**src/rtl/switch_pkg.sv**
```systemverilog
// Shared switch constants: channel count and debounce window for the 50 MHz board clock.
package switch_pkg;

  localparam int SW_WIDTH           = 4;
  localparam int CLK_HZ             = 50_000_000;
  localparam int DEBOUNCE_MS        = 10;
  localparam int SW_DEBOUNCE_CYCLES = CLK_HZ / 1000 * DEBOUNCE_MS;

  typedef logic [SW_WIDTH-1:0] sw_vec_t;

endpackage

```
**src/rtl/switch_debounce_ch.sv**
```systemverilog
// One switch channel: 2-FF synchronizer, stability counter, registered output level.
// SWITCH_DEBOUNCER_STATUS_EN adds a registered busy flag (channel is settling).
module switch_debounce_ch
  import switch_pkg::*;
#(
  parameter int DEBOUNCE_CYCLES = SW_DEBOUNCE_CYCLES
) (
  input  logic clk_i,
  input  logic rst_i,
  input  logic sw_i,
  output logic sw_o
`ifdef SWITCH_DEBOUNCER_STATUS_EN
  ,
  output logic busy_o
`endif
);

  localparam int CNT_W = $clog2(DEBOUNCE_CYCLES);
  localparam logic [CNT_W-1:0] CNT_LAST = CNT_W'(DEBOUNCE_CYCLES - 1);

  logic             sync1_q;
  logic             sync2_q;
  logic             sw_q;
  logic             sw_d;
  logic [CNT_W-1:0] cnt_q;
  logic [CNT_W-1:0] cnt_d;

  // Counter is non-zero only while the synchronized level disagrees with the output.
  always_comb begin
    sw_d  = sw_q;
    cnt_d = '0;
    if (sync2_q != sw_q) begin
      if (cnt_q == CNT_LAST) begin
        sw_d = sync2_q;
      end else begin
        cnt_d = cnt_q + CNT_W'(1);
      end
    end
  end

  always_ff @(posedge clk_i or posedge rst_i) begin
    if (rst_i) begin
      sync1_q <= 1'b0;
      sync2_q <= 1'b0;
      sw_q    <= 1'b0;
      cnt_q   <= '0;
    end else begin
      sync1_q <= sw_i;
      sync2_q <= sync1_q;
      sw_q    <= sw_d;
      cnt_q   <= cnt_d;
    end
  end

  assign sw_o = sw_q;

`ifdef SWITCH_DEBOUNCER_STATUS_EN
  logic busy_q;

  always_ff @(posedge clk_i or posedge rst_i) begin
    if (rst_i) begin
      busy_q <= 1'b0;
    end else begin
      busy_q <= (cnt_d != '0);
    end
  end

  assign busy_o = busy_q;
`endif

endmodule

```
**src/rtl/switch_debouncer.sv**
```systemverilog
// Multi-channel switch synchronizer/debouncer feeding the one-shot stage.
// SWITCH_DEBOUNCER_STATUS_EN adds sw_busy/sw_any_busy settling indicators.
module switch_debouncer
  import switch_pkg::*;
#(
  parameter int WIDTH           = SW_WIDTH,
  parameter int DEBOUNCE_CYCLES = SW_DEBOUNCE_CYCLES
) (
  input  logic             CLK50MHZ,
  input  logic             RST,
  input  logic [WIDTH-1:0] sw_in,
  output logic [WIDTH-1:0] sw_out
`ifdef SWITCH_DEBOUNCER_STATUS_EN
  ,
  output logic [WIDTH-1:0] sw_busy,
  output logic             sw_any_busy
`endif
);

  for (genvar i = 0; i < WIDTH; i++) begin : g_ch
    switch_debounce_ch #(
      .DEBOUNCE_CYCLES(DEBOUNCE_CYCLES)
    ) u_ch (
      .clk_i (CLK50MHZ),
      .rst_i (RST),
      .sw_i  (sw_in[i]),
      .sw_o  (sw_out[i])
`ifdef SWITCH_DEBOUNCER_STATUS_EN
      ,
      .busy_o(sw_busy[i])
`endif
    );
  end

`ifdef SWITCH_DEBOUNCER_STATUS_EN
  assign sw_any_busy = |sw_busy;
`endif

endmodule
```
**config.mk**
```make
export PLATFORM = sky130hd
export DESIGN_NAME = switch_debouncer
export DESIGN_NICKNAME = d
export VERILOG_FILES = /design/src/rtl/switch_pkg.sv /design/src/rtl/switch_debounce_ch.sv /design/src/rtl/switch_debouncer.sv
export SDC_FILE = /design/constraint.sdc
export NUM_CORES = 1
export LEC_CHECK = 0
export BUFFER_PORTS_ARGS = -buffer_cell sky130_fd_sc_hd__buf_2
export CORE_ASPECT_RATIO = 1.5
export CORE_MARGIN = 8
export CORE_UTILIZATION = 56
export CTS_CLUSTER_SIZE = 24
export DETAILED_ROUTE_END_ITERATION = 8
export GPL_TIMING_DRIVEN = 1
export PLACE_DENSITY = 0.75
export SLEW_MARGIN = 20
export SYNTH_ARGS = -nofsm -noshare
export SYNTH_HDL_FRONTEND = slang
export SYNTH_SLANG_ARGS = --single-unit
```
**constraint.sdc**
```tcl
create_clock -name CLK50MHZ -period 2.1 [get_ports CLK50MHZ]
set_clock_uncertainty 0.05 [all_clocks]
set_input_delay 0 -clock CLK50MHZ [delete_from_list [all_inputs] [get_ports CLK50MHZ]]
set_output_delay 0 -clock CLK50MHZ [all_outputs]
set_load 0.05 [all_outputs]
```
==> reports/results.tsv <==
metric	value	unit
status	finished, final reports clean	
highest routed layer	met4	
power per cell area	650	nW/um^2
Final Hold Fails	0	
post-synthesis mux area share	0.0107	
final-report max-slew violation count	0	
most frequent cells in the layout	88 x dfrtp_1, 58 x nor2_1, 30 x xnor2_1	
antenna violations before repair	0	
Root Buffer	clkbuf_8	
Worst R2R End	g_ch[1].u_ch.sw_o	
CP endpoint kind	flip-flop	
Cells after DPL	537	
GRT overflow	0	
DR WL met2	4.13	mm
clk_lat worst skew	360	ps
Die Area	10600	um^2
gr usage total	0.162	
Achievable Freq	0.483	GHz
post-synthesis area per instance	10.1	um^2
Post-Syn Nets	429	
TritonRoute pass-1 iters	4	
warnings from Yosys	0	
largest net degree at the start of global routing	89	
ANT cells	0	
post-place setup slack	29.1	ps
die height	122	um
die width	86.8	um
Synth Area in Simple Gates	0.251	
CP Depth	4	
core area	7270	um^2
Top Family by Delay on Critical Path	simple AND/OR/NAND/NOR gates	
compound-cell area share of the yosys netlist	0.0621	
clock buffer count from CTS	9	
sequential area share after synthesis	0.523	
Mapped Cells	419	
Reg2Reg Depth	4	
area delta synth->final	13.2	%
slowest cell on the critical path	or4_4	
CP bufs+invs	0	
final worst path period share	0.986	
WL final	7.92	mm
reg2reg start	g_ch[1].u_ch.cnt_q[9]	
PnR worst setup slack	30.2	ps
Critical Path Source	g_ch[1].u_ch.cnt_q[9]	
most common cell after layout, fill and taps aside	dfrtp_1	
Final HPWL DP	5.31	mm
RSZ-0062 raised after global routing	false	
post-synthesis xor/xnor area fraction	0.110	
first-pass GRT wire length	13.7	mm
CP Capture Point	g_ch[1].u_ch.sw_o	
post-route ant nets	0	
Fillers	562	
Via-to-Cell Ratio	5.69	
Layout Cells excl Fill	557	
setup TNS	0	ps
IO buf count	9	
initial DRC count	147	
Met3 Wirelength	161	um
H-tree depth	3	
Worst path max stage delay	570	ps
WL per Instance	14.2	um
Initial Utilization	0.579	
reg2reg setup slack	30	ps
WHS Path Cells	2	
Rows	38	
Max-Cap Viols	0	
buffer count from post-CTS setup fixing	0	
share of post-route cells with drive strength above 1	0.138	
peak supply drop	604	uV
WP data required	2300	ps
Hold WC Path Type	in -> reg	
Netlist Area Pre-Place	4210	um^2
Arr. time, crit path	2270	ps
max_slew headroom	0.611	
vias in the first global route	3125	
CTS tree	yes	
Pleak	1.95	nW
largest family of logic cells by synthesized area	simple AND/OR/NAND/NOR gates	
adder-cell share of the synthesized area	0.0119	
DR vias	3168	
clk slew on worst S/H paths	80	ps
DRC Markers	0	
startpoint types	flip-flop	
worst-margin pin slew	579	ps
NumNets Final	463	
CTS Buffer Depth	2	
FF+latch count, synth	88	
M1 WL	3.43	mm
min cycle time layout	2070	ps
WS Path Type	reg -> reg	
synth unique cells	34	
Ports	10	
Finish-stage setup viols	0	
worst-path maximum fanout	2	
GP Congestion	0.866	
# clock sinks	88	
Finished Core Util	0.655	
cell breakdown of the critical path	or4_1, or4_4, nor2_4, mux2_2	
## metal layers
metal	GRT usage	vias up
li1	-	1546
met4	0.0887	0
met1	0.187	1566
met5	0	-
met2	0.276	39
met3	0.0315	17
## power by group
group          total, W  internal, W  switching [W]
clock           0.00123     0.000642       0.000585
combinational  0.000128    0.0000452      0.0000823
sequential      0.00174      0.00172      0.0000237
## Yosys cell counts
master    count  share of area
nand3b_1      1         0.0018
and4_1        5          0.010
nand3_1      26          0.031
o31ai_1       9          0.016
or3_1        13          0.019
or2_2         1         0.0015
nor2_1       59          0.053
nor4_1       11          0.016
nand4_2       1         0.0030
nand3_2       1         0.0024
nand4b_1      1         0.0021
dfrtp_1      88           0.52
clkbuf_1      7         0.0062
a21oi_1      19          0.023
nand4_1      18          0.027
buf_4         5         0.0089
nand2_1      25          0.022
mux2_2        4          0.011
inv_1        14          0.012
o21ai_4       1         0.0039
and2_1        4         0.0059
a31o_2        2         0.0042
xnor2_1      30          0.062
or4_4         1         0.0027
o21ai_0       8         0.0095
and3_1        4         0.0059
or4b_1        3         0.0071
xor2_1       23          0.048
o31ai_2       2         0.0059
ha_1          4          0.012
nor3_1       12          0.014
or4_1        12          0.021
nor4bb_1      2         0.0048
buf_2         3         0.0036
## stage by stage
| step | total power (W) | hold slack (ps) | cell area, um^2 |
|---|---|---|---|
| floorplan | 0.00185 | -18.6 | 4220 |
| global placement | 0.00189 | 59.4 | 4500 |
| detailed placement | 0.00190 | 59.8 | 4500 |
| CTS | 0.00313 | 208 | 4760 |
| global route | 0.00320 | 228 | 4770 |
| finish | 0.00310 | 228 | 4770 |
## flip-flops by register name, indices dropped and copies added, names as in the netlist
name	count
g_ch.u_ch.cnt_q	76
g_ch.u_ch.sync1_q	4
g_ch.u_ch.sync2_q	4
g_ch.u_ch.sw_o	4
## final cells by class
type | instances | area [um^2] | area share
flip-flops and latches | 88 | 2200 | 0.462
multi-input cells | 302 | 1890 | 0.396
repair buffers | 38 | 288 | 0.0604
clock buffers | 13 | 169 | 0.0354
well taps | 100 | 125 | 0.0262
inverters | 14 | 56.3 | 0.0118
clock inverters | 2 | 37.5 | 0.00787
## worst min-delay path by stage
stage                         from                    to  slack, ps
after global routing      sw_in[2]  g_ch[2].u_ch.sync1_q        230
after floorplan           sw_in[0]  g_ch[0].u_ch.sync1_q        -20
after CTS                 sw_in[1]  g_ch[1].u_ch.sync1_q        210
after detailed placement  sw_in[3]  g_ch[3].u_ch.sync1_q         60
final                     sw_in[3]  g_ch[3].u_ch.sync1_q        230
after global placement    sw_in[3]  g_ch[3].u_ch.sync1_q         60
## worst reg2reg max path: stages, from the launching register on
cell,delay [ps]
dfrtp_1,380
or4_1,530
or4_4,570
nor2_4,100
mux2_2,330
## logic make-up (layout without fill, tap and decap cells)
| kind of cell | count (synthesis) | in the layout |
|---|---|---|
| buffers and inverters | 29 | 67 |
| XOR/XNOR | 53 | 53 |
| AND/OR/NAND/NOR | 200 | 200 |
| flip-flops | 88 | 88 |
| adder cells (fa/ha/maj) | 4 | 4 |
| multiplexers | 4 | 4 |
| AO/OA/AOI/OAI | 41 | 41 |
## what timing repair did
action / CTS / global route
hold buffers: 5 / 0
resized for setup: 0 / 3
hold endpoints to repair: 92 / 0
setup endpoints to repair: 0 / 2
Note: power is estimated with default switching activity, not from simulation.
